### config.mk
export PLATFORM = sky130hd
export DESIGN_NAME = relu_layer_seq
export DESIGN_NICKNAME = d
export VERILOG_FILES = /design/src/rtl/relu_pkg.sv /design/src/rtl/relu_clamp.sv /design/src/rtl/relu_layer_seq.sv
export SDC_FILE = /design/constraint.sdc
export NUM_CORES = 1
export LEC_CHECK = 0
export BUFFER_PORTS_ARGS = -buffer_cell sky130_fd_sc_hd__buf_2
export CORE_ASPECT_RATIO = 1.2
export CORE_MARGIN = 2
export CORE_UTILIZATION = 45
export CTS_CLUSTER_SIZE = 10
export DETAILED_ROUTE_END_ITERATION = 6
export HOLD_SLACK_MARGIN = 0.05
export PLACE_DENSITY = 0.7
export SETUP_SLACK_MARGIN = 0.15
export SLEW_MARGIN = 20
export SYNTH_ARGS = -nofsm -noshare
export SYNTH_HDL_FRONTEND = slang
export SYNTH_HIERARCHICAL = 1
export SYNTH_SLANG_ARGS = --single-unit
export TNS_END_PERCENT = 30
### constraint.sdc
create_clock -name clk -period 3.4 [get_ports clk]
set_input_delay 1.02 -clock clk [delete_from_list [all_inputs] [get_ports clk]]
set_output_delay 1.02 -clock clk [all_outputs]
set_load 0.01 [all_outputs]
### src/rtl/relu_pkg.sv
// Shared definitions for the ReLU layer sequencer.
package relu_pkg;

  localparam int unsigned QDef  = 15;
  localparam int unsigned NDef  = 32;
  localparam int unsigned AwDef = 10;

  typedef enum logic [2:0] {
    StIdle,
    StRd,
    StWt,
    StWr,
    StDone
  } relu_seq_state_t;

endpackage

### src/rtl/relu_clamp.sv
// Combinational ReLU on a two's complement word: negatives become zero.
module relu_clamp #(
  parameter int unsigned N = 32
) (
  input  logic [N-1:0] din,
  output logic [N-1:0] dout,
  output logic         clamped
);

  // Sign bit alone decides; zero passes through and is not reported as clamped.
  always_comb begin
    clamped = din[N-1];
    dout    = din[N-1] ? '0 : din;
  end

endmodule

### src/rtl/relu_layer_seq.sv
// Walks a buffer of fixed-point words, applies ReLU and writes the results out,
// counting how many elements were clamped.
module relu_layer_seq
  import relu_pkg::*;
#(
  parameter int unsigned Q  = QDef,
  parameter int unsigned N  = NDef,
  parameter int unsigned AW = AwDef
) (
  input  logic          clk,
  input  logic          rst_n,
  input  logic          start,
  input  logic [AW-1:0] src_base,
  input  logic [AW-1:0] dst_base,
  input  logic [AW-1:0] length,
  output logic          busy,
  output logic          done,
  output logic [AW-1:0] clamped_count,
  output logic          rd_en,
  output logic [AW-1:0] rd_addr,
  input  logic [N-1:0]  rd_data,
  output logic          wr_en,
  output logic [AW-1:0] wr_addr,
  output logic [N-1:0]  wr_data,
  input  logic          wr_ready
);

  // Q only describes the number format; reject a nonsensical one at elaboration.
  if (Q >= N) begin : g_q_check
    $error("Q must be smaller than N");
  end

  relu_seq_state_t state_q, state_d;

  logic [AW-1:0] src_q, dst_q, len_q, idx_q, count_q;
  logic [N-1:0]  result_q;
  logic [N-1:0]  clamp_out;
  logic          clamp_hit;
  logic          last_elem;

  relu_clamp #(
    .N(N)
  ) u_clamp (
    .din    (rd_data),
    .dout   (clamp_out),
    .clamped(clamp_hit)
  );

  assign last_elem = (idx_q == len_q - AW'(1));

  // Next-state decode.
  always_comb begin
    state_d = state_q;
    case (state_q)
      StIdle: begin
        if (start) state_d = (length != '0) ? StRd : StDone;
      end
      StRd:   state_d = StWt;
      StWt:   state_d = StWr;
      StWr: begin
        if (wr_ready) state_d = last_elem ? StDone : StRd;
      end
      StDone: state_d = StIdle;
      default: state_d = StIdle;
    endcase
  end

  // State register.
  always_ff @(posedge clk or negedge rst_n) begin
    if (!rst_n) state_q <= StIdle;
    else        state_q <= state_d;
  end

  // Operand latch, element index, result capture and clamp counter.
  always_ff @(posedge clk or negedge rst_n) begin
    if (!rst_n) begin
      src_q    <= '0;
      dst_q    <= '0;
      len_q    <= '0;
      idx_q    <= '0;
      count_q  <= '0;
      result_q <= '0;
    end else begin
      case (state_q)
        StIdle: begin
          if (start) begin
            src_q   <= src_base;
            dst_q   <= dst_base;
            len_q   <= length;
            idx_q   <= '0;
            count_q <= '0;
          end
        end
        StWt: begin
          result_q <= clamp_out;
          if (clamp_hit) count_q <= count_q + AW'(1);
        end
        StWr: begin
          if (wr_ready && !last_elem) idx_q <= idx_q + AW'(1);
        end
        default: ;
      endcase
    end
  end

  // Outputs come only from state and registers; addresses wrap modulo 2^AW.
  always_comb begin
    busy          = (state_q != StIdle);
    done          = (state_q == StDone);
    rd_en         = (state_q == StRd);
    wr_en         = (state_q == StWr);
    rd_addr       = src_q + idx_q;
    wr_addr       = dst_q + idx_q;
    wr_data       = result_q;
    clamped_count = count_q;
  end

endmodule

# Word-level counts from Yosys, hierarchy flattened

Cells that the tools add are included.

Bitwise operators: 0
Shift-type cells: 0
Reductions and logical operators: 11
Mux-type cells: 11
$lt $le $gt $ge: 0
$add $sub $neg: 5
Multiply operators: 0
Equal/unequal tests: 9
Div/mod/pow operators: 0

Operators with widths:

| kind                                                                     | count |
|---|---|
| 10-bit one-hot mux with 2 select lines                                   | 2 |
| 31-bit 2-to-1 mux                                                        | 1 |
| 10-bit 2-to-1 mux                                                        | 3 |
| 10-bit by 1-bit adder with 10-bit output (second input constant)         | 2 |
| 10-bit adder                                                             | 2 |
| 3-bit 2-to-1 mux                                                         | 4 |
| 3-bit one-hot mux with 4 select lines                                    | 1 |
| 10-bit equality test                                                     | 1 |
| 10-bit nonzero test                                                      | 1 |
| 10-bit by 1-bit subtractor with 10-bit output (second input constant)    | 1 |
| 3-bit by 2-bit equality test with 1-bit output (second input constant)   | 2 |
| 3-bit AND reduction                                                      | 2 |
| 2-bit by 1-bit inequality test with 1-bit output (second input constant) | 2 |
| 2-bit inequality test (second input constant)                            | 2 |
| 2-bit AND reduction                                                      | 2 |
| 2-bit nonzero test                                                       | 2 |
| 3-bit by 1-bit equality test with 1-bit output (second input constant)   | 1 |
| 3-bit equality test (second input constant)                              | 1 |
| 3-bit logical NOT                                                        | 1 |
| 3-bit nonzero test                                                       | 1 |
| 1-bit logical AND                                                        | 1 |
| 1-bit logical NOT                                                        | 1 |

Bits in read-only memories: 0
Memory bits (writable): 0
Latch bits: 0
Memories kept: 0
Register bits: 85

# Longest topological paths before layout

Gate-level depths: netlist of run 1.

Word-level depth: 6
Mapped depth: 10

# Cells and area by module

The synthesis of run 1 kept the hierarchy.

Modules (own cells, without submodules):

| module         | area an instance (µm²) | cells each | instances | seq. area each (µm²) |
|---|---|---|---|---|
| relu_layer_seq | 4504.3                 | 451        | 1         | 2127.0 |
| relu_clamp     | 246.5                  | 37         | 1         | 0.0 |

# Worst setup path before layout of run 1

OpenSTA, ideal clock, no wires.

Path kind: reg2out
Start: reg idx_q[1]
End: out wr_addr[9]
Setup slack: 251 ps
Data arrival time: 2129 ps
Cell stages (with the launch flop): 9
Buffers on the path: 0
Required time: 2380 ps
Cell sequence: dfrtp_1 > ha_1 > a21o_1 > a21oi_1 > o21bai_1 > a21oi_1 > o21ai_1 > or4_1 > and3_1

Longest elaborated chain between the ends: 1

RTL lines:

| what                   | RTL line              | RTL |
|---|---|---|
| from (decl)            | relu_layer_seq.sv:35  | `logic [AW-1:0] src_q, dst_q, len_q, idx_q, count_q;` |
| from (signal assigned) | relu_layer_seq.sv:99  | `if (wr_ready && !last_elem) idx_q <= idx_q + AW'(1);` |
| 10-bit adder           | relu_layer_seq.sv:113 | `wr_addr = dst_q + idx_q;` |
| to (decl)              | relu_layer_seq.sv:23  | `output logic [AW-1:0] wr_addr,` |

Every way passes these cells.

# Worst setup path after layout of run 1

Ends and elaborated chain as after synthesis.

==> results of run 1 <==
per-stage QoR:
stage | util, % | cells | instance area, µm² | setup slack [ps] | TNS, ps
6_report | 58.6 | 771 | 6100 | -56.0 | -85.5
4_1_cts | 58.1 | 766 | 6050 | -59.7 | -99.1
2_1_floorplan | - | 488 | 4750 | 251 | 0
5_1_grt | 58.6 | 771 | 6100 | -156 | -536
3_3_place_gp | 53.3 | 737 | 5550 | 110 | 0
3_5_place_dp | 53.3 | 737 | 5550 | 37.3 | 0
per-layer routing:
metal  up-vias  share of wire [%]
met4         0                1.7
met1      1915                 42
met3        16                6.2
li1       1956                  -
met2       117                 50
met5         -                  0
cells by family after synthesis:
group | Yosys count | share of synthesized area [%]
compound gates | 55 | 7.61
mux | 33 | 7.80
simple gates | 218 | 23.0
buf+inv | 37 | 3.77
xor+xnor | 36 | 6.64
fa+ha+maj | 23 | 6.37
flops | 85 | 44.8
other cells | 1 | 0.0789
placed cells by master (no fill, tap or decap), types with 2 or more instances in the layout:
cell | synthesis | final
nand3b_1 | 2 | 2
nor3b_1 | 3 | 3
xnor2_1 | 18 | 17
o21ai_2 | 0 | 2
nand2b_1 | 3 | 3
inv_1 | 16 | 16
clkbuf_16 | 0 | 9
nand4_1 | 6 | 6
o211ai_1 | 5 | 5
xor2_1 | 18 | 18
buf_6 | 4 | 5
nor2b_1 | 31 | 31
nor2_1 | 16 | 16
or3_1 | 3 | 3
bufinv_16 | 0 | 2
buf_4 | 2 | 23
and2_1 | 3 | 2
nor3_1 | 8 | 7
mux2_2 | 32 | 32
a21oi_2 | 0 | 7
nor4_1 | 4 | 3
nand2_1 | 106 | 106
fa_2 | 0 | 2
a21o_1 | 4 | 4
or4_1 | 7 | 7
o21bai_1 | 5 | 5
o21ai_1 | 4 | 5
nand3_1 | 10 | 10
a21oi_1 | 16 | 9
and3_1 | 4 | 4
ha_1 | 21 | 18
ha_2 | 0 | 2
dfrtp_1 | 85 | 85
clkinv_2 | 0 | 2
nor4_2 | 2 | 3
buf_2 | 2 | 130
o31ai_1 | 2 | 2
o21ai_0 | 10 | 7
and4_1 | 4 | 4
cell type report:
cell class,instances,area [µm²],area share [%]
clock buffers,10,239,3.92
clock inverters,6,86.3,1.42
inverters,16,60.1,0.984
multi-input cells,366,2530,41.4
flip-flops and latches,85,2130,34.9
well taps,129,161,2.65
repair buffers,159,900,14.7
registers in the layout, summed over array words and instances (netlist names):
register / count
clamped_count: 10
state_q: 3
len_q: 10
src_q: 10
wr_data: 32
dst_q: 10
idx_q: 10
worst paths after layout:
| check | end | slack, ps | cells past startpoint |
|---|---|---|---|
| hold reg to reg | src_q[7] | 490 | 2 |
| setup / recovery | wr_addr[9] | -60 | 9 |
| min in group asynchronous | dst_q[5] | 730 | 1 |
| max in group asynchronous | wr_data[31] | 2050 | 2 |
| setup reg to reg | idx_q[1] | 910 | 9 |
| hold / removal | src_q[7] | 490 | 2 |
where the power goes:
group	leakage (nW)	switching (mW)	internal (mW)	total, mW
Clock	0.158	0.402	0.662	1.06
Combinational	1.92	1.30	1.19	2.49
Sequential	1.09	0.294	1.38	1.67
Total	3.17	1.99	3.23	5.23
repair_timing:
item                       in CTS  in global routing
setup buffers                  13                  5
setup endpoints to repair       7                  8
resized for setup              20                  5
pin swaps                      20                 13
cloned                          0                  0
worst reg2reg max path: stages, from the launching register on:
cell	delay (ps)
dfrtp_1	410
inv_1	90
ha_1	200
nor3b_2	300
nand2_1	120
o311ai_1	340
o21ai_1	200
o21ai_4	390
mux2i_1	250
nor2_1	50
==> impl_metrics.env, run 1 <==
export IMPL_finalHoldViolCount=0
export IMPL_gp_congestion=0.818
export IMPL_r2r_start="len_q[0]"
export IMPL_ys_ff_latch=85
export IMPL_start_util_pct=45.6
export IMPL_critPathSlowestCell="or4_1"
export IMPL_drv_slew=0
export IMPL_min_from="src_q[7]"
export IMPL_grt_pass1_vias=4020
export IMPL_path_cells="ha_1, a21o_1, a21oi_2, o21bai_1, a21oi_2, o21ai_2, or4_1, and3_1, buf_2"
export IMPL_powerDensity_nw_per_um2=857
export IMPL_synth_most_common_cell="nand2_1"
export IMPL_firstDrtPassIters=4
export IMPL_grt_max_degree=53
export IMPL_cp_max_fo=3
export IMPL_hold_class="register to register"
export IMPL_critPathRequiredTime_ps=2380
export IMPL_finalCritPeriodShare_pct=102
export IMPL_wire_per_inst_um=14.6
export IMPL_die_h_um=117
export IMPL_synth_area_leaders="dfrtp_1 45%, nand2_1 8.4%, mux2_2 7.6%"
export IMPL_grt_use_met1_pct=23.1
export IMPL_layout_drive_gt1_share_pct=36.1
export IMPL_diodes=0
export IMPL_synth_edf_count=0
export IMPL_path_buf_inv=1
export IMPL_tightest_slew_ps=955
export IMPL_drc=0
export IMPL_critPathMostFrequentCell="a21oi_2"
export IMPL_via_per_inst=5.19
export IMPL_cp_startpoint="idx_q[1]"
export IMPL_violations="negative setup slack"
export IMPL_yosys_top_cells_count="106 x nand2_1, 85 x dfrtp_1, 32 x mux2_2"
export IMPL_maxCapViolations=0
export IMPL_path_clk_slew_ps=60
export IMPL_syn_inst=488
export IMPL_p_leak_nw=3.17
export IMPL_ys_warn_count=6
export IMPL_dieArea_um2=11400
export IMPL_finalPower_mw=5.23
export IMPL_critPathKind="register to primary output"
export IMPL_relSlewSlack_pct=36.3
export IMPL_setup_viol=2
export IMPL_num_io_pins=132
export IMPL_cp_start_kind="register"
export IMPL_grt_overflow=0
export IMPL_ys_flop_type="dfrtp_1"
export IMPL_max_stage_delay_ps=460
export IMPL_grtUsageMet2_pct=36.0
export IMPL_cts_htree_levels=3
export IMPL_antenna_found_initial=0
export IMPL_cts_sinks=85
export IMPL_whs_ps=486
export IMPL_end_kind="primary output"
export IMPL_outcome="finished, violations left"
export IMPL_numCtsBuffers=9
export IMPL_postCtsHoldBufs=0
export IMPL_routed_via_count=4004
export IMPL_cts_tree="done"
export IMPL_core_um2=10400
export IMPL_avgSynthCellArea_um2=9.74
export IMPL_fin_ws_ps=-56.0
export IMPL_routed_wl_um=11300
export IMPL_rows=41
export IMPL_seq_area_frac_synth_pct=44.8
export IMPL_met3_usage_pct=5.92
export IMPL_grt_pass1_wl_um=18400
export IMPL_vdd_drop_max_v=0.000376
export IMPL_cts_root_buf="clkbuf_16"
export IMPL_syn_to_final_growth_pct=28.4
export IMPL_arrival_ps=2440
export IMPL_clk_path_buf_depth=2
export IMPL_io_buffers=131
export IMPL_yosysTopAreaCell="dfrtp_1"
export IMPL_first_iter_violations=75
export IMPL_track_usage_pct=20.0
export IMPL_cp_top_family="compound AO/OA/AOI/OAI gates"
export IMPL_synth_area_um2=4750
export IMPL_synth_top_area_share_pct=44.8
export IMPL_route_antenna_remaining_nets=0
export IMPL_async_flop_share_pct=100
export IMPL_period_needed_ps=3460
export IMPL_worst_skew_pair_late_latency_ps=340
export IMPL_nets=726
export IMPL_fmax_ghz=0.289
export IMPL_hpwl_um=7990
export IMPL_skew_ps=5.37
export IMPL_yosysUniqueCellTypes=51
export IMPL_rsz0062_at_grt="true"
export IMPL_synth_fp_nets=577
export IMPL_fillers=925
export IMPL_die_width_um=97.8
export IMPL_grt_busiest_layer="met2"
No activity file was read; power rests on OpenSTA's default activity.
==> run 2, diff against run 1 <==
CELL_PAD_IN_SITES_DETAIL_PLACEMENT = 0   (was not set)
CELL_PAD_IN_SITES_GLOBAL_PLACEMENT = 1   (was not set)
CORE_UTILIZATION = 40   (was 45)
PLACE_DENSITY = not set   (was 0.7)
PLACE_DENSITY_LB_ADDON = 0.1   (was not set)
SKIP_LAST_GASP = 1   (was not set)
==> impl_metrics.env, run 2 (same netlist as run 1, synthesis figures left out) <==
export IMPL_drc=0
export IMPL_r2r_setup_slack_ps=910
export IMPL_path_buf_inv=2
export IMPL_rows=43
export IMPL_violations="negative setup slack"
export IMPL_gp_congestion=0.795
export IMPL_path_clk_slew_ps=60
export IMPL_cts_tree="done"
export IMPL_vdd_drop_max_v=0.000454
export IMPL_max_stage_delay_ps=450
export IMPL_io_buffers=131
export IMPL_min_from="src_q[7]"
export IMPL_whs_ps=486
export IMPL_maxCapViolations=0
export IMPL_end_kind="primary output"
export IMPL_arrival_ps=2480
export IMPL_pre_cts_slack_ps=77.1
export IMPL_wire_per_inst_um=14.5
export IMPL_fmax_ghz=0.286
export IMPL_worst_skew_pair_late_latency_ps=340
export IMPL_first_iter_violations=102
export IMPL_powerDensity_nw_per_um2=854
export IMPL_via_per_inst=5.03
export IMPL_cp_startpoint="idx_q[1]"
export IMPL_finalHoldViolCount=0
export IMPL_r2r_start="len_q[0]"
export IMPL_grt_overflow=0
export IMPL_core_um2=11600
export IMPL_largest_reg_flops=32
export IMPL_fillers=1137
export IMPL_outcome="finished, violations left"
export IMPL_finalCritPeriodShare_pct=103
export IMPL_syn_to_final_growth_pct=26.4
export IMPL_critPathKind="register to primary output"
export IMPL_die_width_um=103
export IMPL_route_antenna_remaining_nets=0
export IMPL_track_usage_pct=18.9
export IMPL_nets=717
export IMPL_hold_class="register to register"
export IMPL_hpwl_um=8260
export IMPL_diodes=0
export IMPL_skew_ps=6.31
export IMPL_setup_viol=3
export IMPL_critPathSlowestCell="or4_1"
export IMPL_grt_pass1_wl_um=18800
export IMPL_cts_htree_levels=3
export IMPL_final_common_cell="buf_2"
export IMPL_ff_latch_area_um2=2130
export IMPL_cp_start_kind="register"
export IMPL_setup_tns_ps=-192
export IMPL_routed_wl_um=11500
export IMPL_grt_pass1_vias=4016
export IMPL_grt_max_degree=53
export IMPL_path_cells="ha_1, a21o_1, a21oi_2, o21bai_1, a21oi_1, buf_4, o21ai_2, or4_1, and3_1, buf_2"
export IMPL_postCtsHoldBufs=0
export IMPL_num_io_pins=132
export IMPL_cts_sinks=85
export IMPL_period_needed_ps=3500
export IMPL_layout_drive_gt1_share_pct=34.0
export IMPL_drv_slew=0
export IMPL_clk_path_buf_depth=2
export IMPL_finalPower_mw=5.13
export IMPL_cp_top_family="compound AO/OA/AOI/OAI gates"
export IMPL_die_h_um=123
export IMPL_start_util_pct=41.1
export IMPL_cts_root_buf="clkbuf_16"
export IMPL_antenna_found_initial=0
export IMPL_rsz0062_at_grt="true"
export IMPL_firstDrtPassIters=4
export IMPL_tightest_slew_ps=992
export IMPL_cp_max_fo=2
export IMPL_p_leak_nw=3.11
export IMPL_critPathRequiredTime_ps=2380
export IMPL_dieArea_um2=12800
export IMPL_fin_ws_ps=-95.8
export IMPL_multi_input_area_um2=2490
export IMPL_final_cell_mix="130 x buf_2, 106 x nand2_1, 85 x dfrtp_1"
export IMPL_routed_via_count=3976
export IMPL_numCtsBuffers=9
export IMPL_relSlewSlack_pct=33.8
-- run 2: changes by cell type in the layout (fill, tap and decap cells not counted), moves of 2 or more --
cell	change
inv_6	+3
a21oi_1	+4
a21oi_2	-4
buf_4	-4
ha_1	+2
buf_6	-5
-- run 2: power breakdown --
group	leakage, nW	internal, mW	total [mW]	switching (mW)
clock	0.161	0.649	1.08	0.433
combinational	1.86	1.12	2.40	1.28
sequential	1.09	1.38	1.65	0.272
total	3.11	3.15	5.13	1.98
-- run 2: layer usage --
layer	vias to the layer above	GRT usage, %	routed length (µm)
li1	1950	-	-
met1	1902	23.1	5000
met2	100	31.3	5510
met3	24	4.47	639
met4	0	8.88	328
met5	-	0	0
-- run 2: per-stage QoR --
| step | util [%] | cell area (µm²) | std cells |
|---|---|---|---|
| finish | 51.9 | 6010 | 790 |
| global route | 51.9 | 6010 | 790 |
| CTS | 51.6 | 5970 | 787 |
| detailed placement | 48.4 | 5600 | 768 |
| global placement | 48.4 | 5600 | 768 |
| floorplan | - | 4750 | 488 |
-- run 2: what timing repair did --
| item | CTS | global route |
|---|---|---|
| pin swaps | 11 | 8 |
| setup endpoints to repair | 8 | 10 |
| buffers inserted | 3 | 3 |
| gates cloned | 0 | 0 |
| resized for setup | 10 | 2 |
-- run 2: final timing paths --
check,endpoint,cells past startpoint
setup reg to reg,idx_q[1],9
setup / recovery,wr_addr[9],10
hold reg to reg,src_q[7],2
hold / removal,src_q[7],2
min in group asynchronous,dst_q[9],1
max in group asynchronous,len_q[8],2
-- run 2: layout make-up --
type	instances	area share (%)
multi-input cells	366	41.4
flip-flops and latches	85	35.4
repair buffers	150	13.5
clock buffers	9	3.75
well taps	157	3.27
clock inverters	7	1.60
inverters	16	1.00
-- run 2: worst min-delay path, delay by kind of cell, from the launching register on --
kind             cells  cell delay (ps)
AND/OR/NAND/NOR      2              110
flip-flops           1              350
==> run 3, diff against run 2 <==
==> constraint.sdc (replaced) <==
create_clock -name clk -period 3.4 [get_ports clk]
set_input_delay 0.51 -clock clk [delete_from_list [all_inputs] [get_ports clk]]
set_output_delay 0.51 -clock clk [all_outputs]
set_load 0.01 [all_outputs]
==> impl_metrics.env, run 3 (same netlist as run 1, synthesis figures left out) <==
export IMPL_first_iter_violations=117
export IMPL_die_h_um=123
export IMPL_fin_util_pct=50.4
export IMPL_path_clk_slew_ps=60
export IMPL_numCtsBuffers=9
export IMPL_internal_power_mw=2.95
export IMPL_crit_reg2reg_capture="idx_q[1]"
export IMPL_relSlewSlack_pct=37.2
export IMPL_r2r_start="len_q[0]"
export IMPL_grt_max_degree=63
export IMPL_finalHoldViolCount=0
export IMPL_rsz0062_at_grt="true"
export IMPL_r2r_setup_slack_ps=850
export IMPL_period_needed_ps=3110
export IMPL_nets=705
export IMPL_firstDrtPassIters=4
export IMPL_die_width_um=103
export IMPL_cp_max_fo=4
export IMPL_path_buf_inv=1
export IMPL_hold_class="input port to async pin"
export IMPL_outcome="complete, no violations"
export IMPL_critPathRequiredTime_ps=2890
export IMPL_power_frac_clock_pct=18.7
export IMPL_combPwrFrac_pct=46.6
export IMPL_whs_ps=250
export IMPL_cts_sinks=85
export IMPL_vdd_drop_max_v=0.000360
export IMPL_largest_reg_flops=32
export IMPL_worst_skew_pair_late_latency_ps=340
export IMPL_powerDensity_nw_per_um2=833
export IMPL_diodes=0
export IMPL_cp_start_kind="register"
export IMPL_via_per_inst=4.96
export IMPL_critPathKind="register to primary output"
export IMPL_tightest_slew_ps=942
export IMPL_routed_wl_um=11100
export IMPL_num_io_pins=132
export IMPL_setup_viol=0
export IMPL_max_stage_delay_ps=460
export IMPL_rr_worst_depth=9
export IMPL_cp_top_family="compound AO/OA/AOI/OAI gates"
export IMPL_worstSetupPathDepth=9
export IMPL_setup_tns_ps=0
export IMPL_fin_area_um2=5830
export IMPL_grt_pass1_vias=3846
export IMPL_start_util_pct=41.1
export IMPL_route_antenna_remaining_nets=0
export IMPL_fillers=1130
export IMPL_drv_slew=0
export IMPL_hpwl_um=7950
export IMPL_switching_share_pct=39.2
export IMPL_critPathMostFrequentCell="a21oi_2"
export IMPL_io_buffers=131
export IMPL_gp_congestion=0.766
export IMPL_grt_overflow=0
export IMPL_end_kind="primary output"
export IMPL_grt_pass1_wl_um=18100
export IMPL_cts_root_buf="clkbuf_16"
export IMPL_syn_to_final_growth_pct=22.8
export IMPL_final_common_cell="buf_2"
export IMPL_place_area_um2=5520
export IMPL_final_cell_mix="130 x buf_2, 106 x nand2_1, 83 x dfrtp_1"
export IMPL_maxCapViolations=0
export IMPL_cts_tree="done"
export IMPL_cts_htree_levels=3
export IMPL_skew_ps=3.65
export IMPL_layout_drive_gt1_share_pct=31.6
export IMPL_p_leak_nw=3.02
export IMPL_dieArea_um2=12800
export IMPL_clk_path_buf_depth=2
export IMPL_drc=0
export IMPL_rows=43
export IMPL_antenna_found_initial=1
export IMPL_arrival_ps=2600
export IMPL_core_um2=11600
export IMPL_wire_per_inst_um=14.2
export IMPL_power_switching_mw=1.91
export IMPL_track_usage_pct=18.2
export IMPL_finalCritPeriodShare_pct=91.6
export IMPL_fmax_ghz=0.321
export IMPL_pwr_share_seq_pct=34.7
export IMPL_path_cells="ha_1, a21o_1, a21oi_2, o21bai_1, a21oi_2, o21ai_2, or4_1, and3_1, buf_2"
export IMPL_critPathSlowestCell="or4_1"
export IMPL_postCtsHoldBufs=0
export IMPL_routed_via_count=3858
[run 3: worst register-to-register path, stage by stage, from the launching register on]
cell and delay [ps]:
dfrtp_1 410, inv_1 90, ha_1 200, nor3b_2 310, nand2_1 130, o311ai_1 380
o21ai_1 190, o21ai_4 410, mux2i_1 240, nor2_1 60
[run 3: worst max-delay path by stage]
stage	startpoint	to	slack [ps]
after floorplan	idx_q[1]	wr_addr[9]	760
after global placement	idx_q[1]	wr_addr[9]	380
after detailed placement	idx_q[1]	wr_addr[9]	340
after CTS	idx_q[0]	wr_addr[8]	170
after global routing	idx_q[1]	wr_addr[9]	140
final	idx_q[1]	wr_addr[9]	290
[run 3: metal layers]
layer,vias up,part of all wire (%),GRT usage [%]
met4,0,2.2,7.98
met3,17,6.5,5.20
met2,101,49,30.4
met5,-,0,0
li1,1918,-,-
met1,1822,42,21.5
[run 3: area by class of cell]
| cell class | instances | area, µm² | share of cell area, % |
|---|---|---|---|
| clock buffers | 13 | 250 | 4.29 |
| clock inverters | 3 | 21.3 | 0.365 |
| inverters | 16 | 60.1 | 1.03 |
| multi-input cells | 366 | 2460 | 42.2 |
| flip-flops and latches | 85 | 2130 | 36.5 |
| well taps | 157 | 196 | 3.37 |
| repair buffers | 138 | 711 | 12.2 |
[run 3: power by group through the flow]
| stage | clock network, mW | logic [mW] | registers, mW |
|---|---|---|---|
| detailed placement | 0 | 2.25 | 1.71 |
| global route | 0.986 | 2.54 | 1.74 |
| CTS | 0.936 | 2.28 | 1.70 |
| finish | 0.909 | 2.26 | 1.68 |
| floorplan | 0 | 1.50 | 1.70 |
| global placement | 0 | 2.21 | 1.70 |
[run 3: what timing repair did]
item / CTS / global route
hold endpoints to repair: 0 / 0
setup endpoints to repair: 1 / 3
buffers inserted: 1 / 2
pin swaps: 1 / 3
gates resized for setup: 3 / 3
cloned: 0 / 0
[run 3: stage by stage]
step / setup WS [ps] / power [mW] / cells
floorplan: 761 / 3.20 / 488
global placement: 382 / 3.91 / 759
detailed placement: 337 / 3.97 / 759
CTS: 172 / 4.92 / 776
global route: 136 / 5.27 / 778
finish: 286 / 4.86 / 778
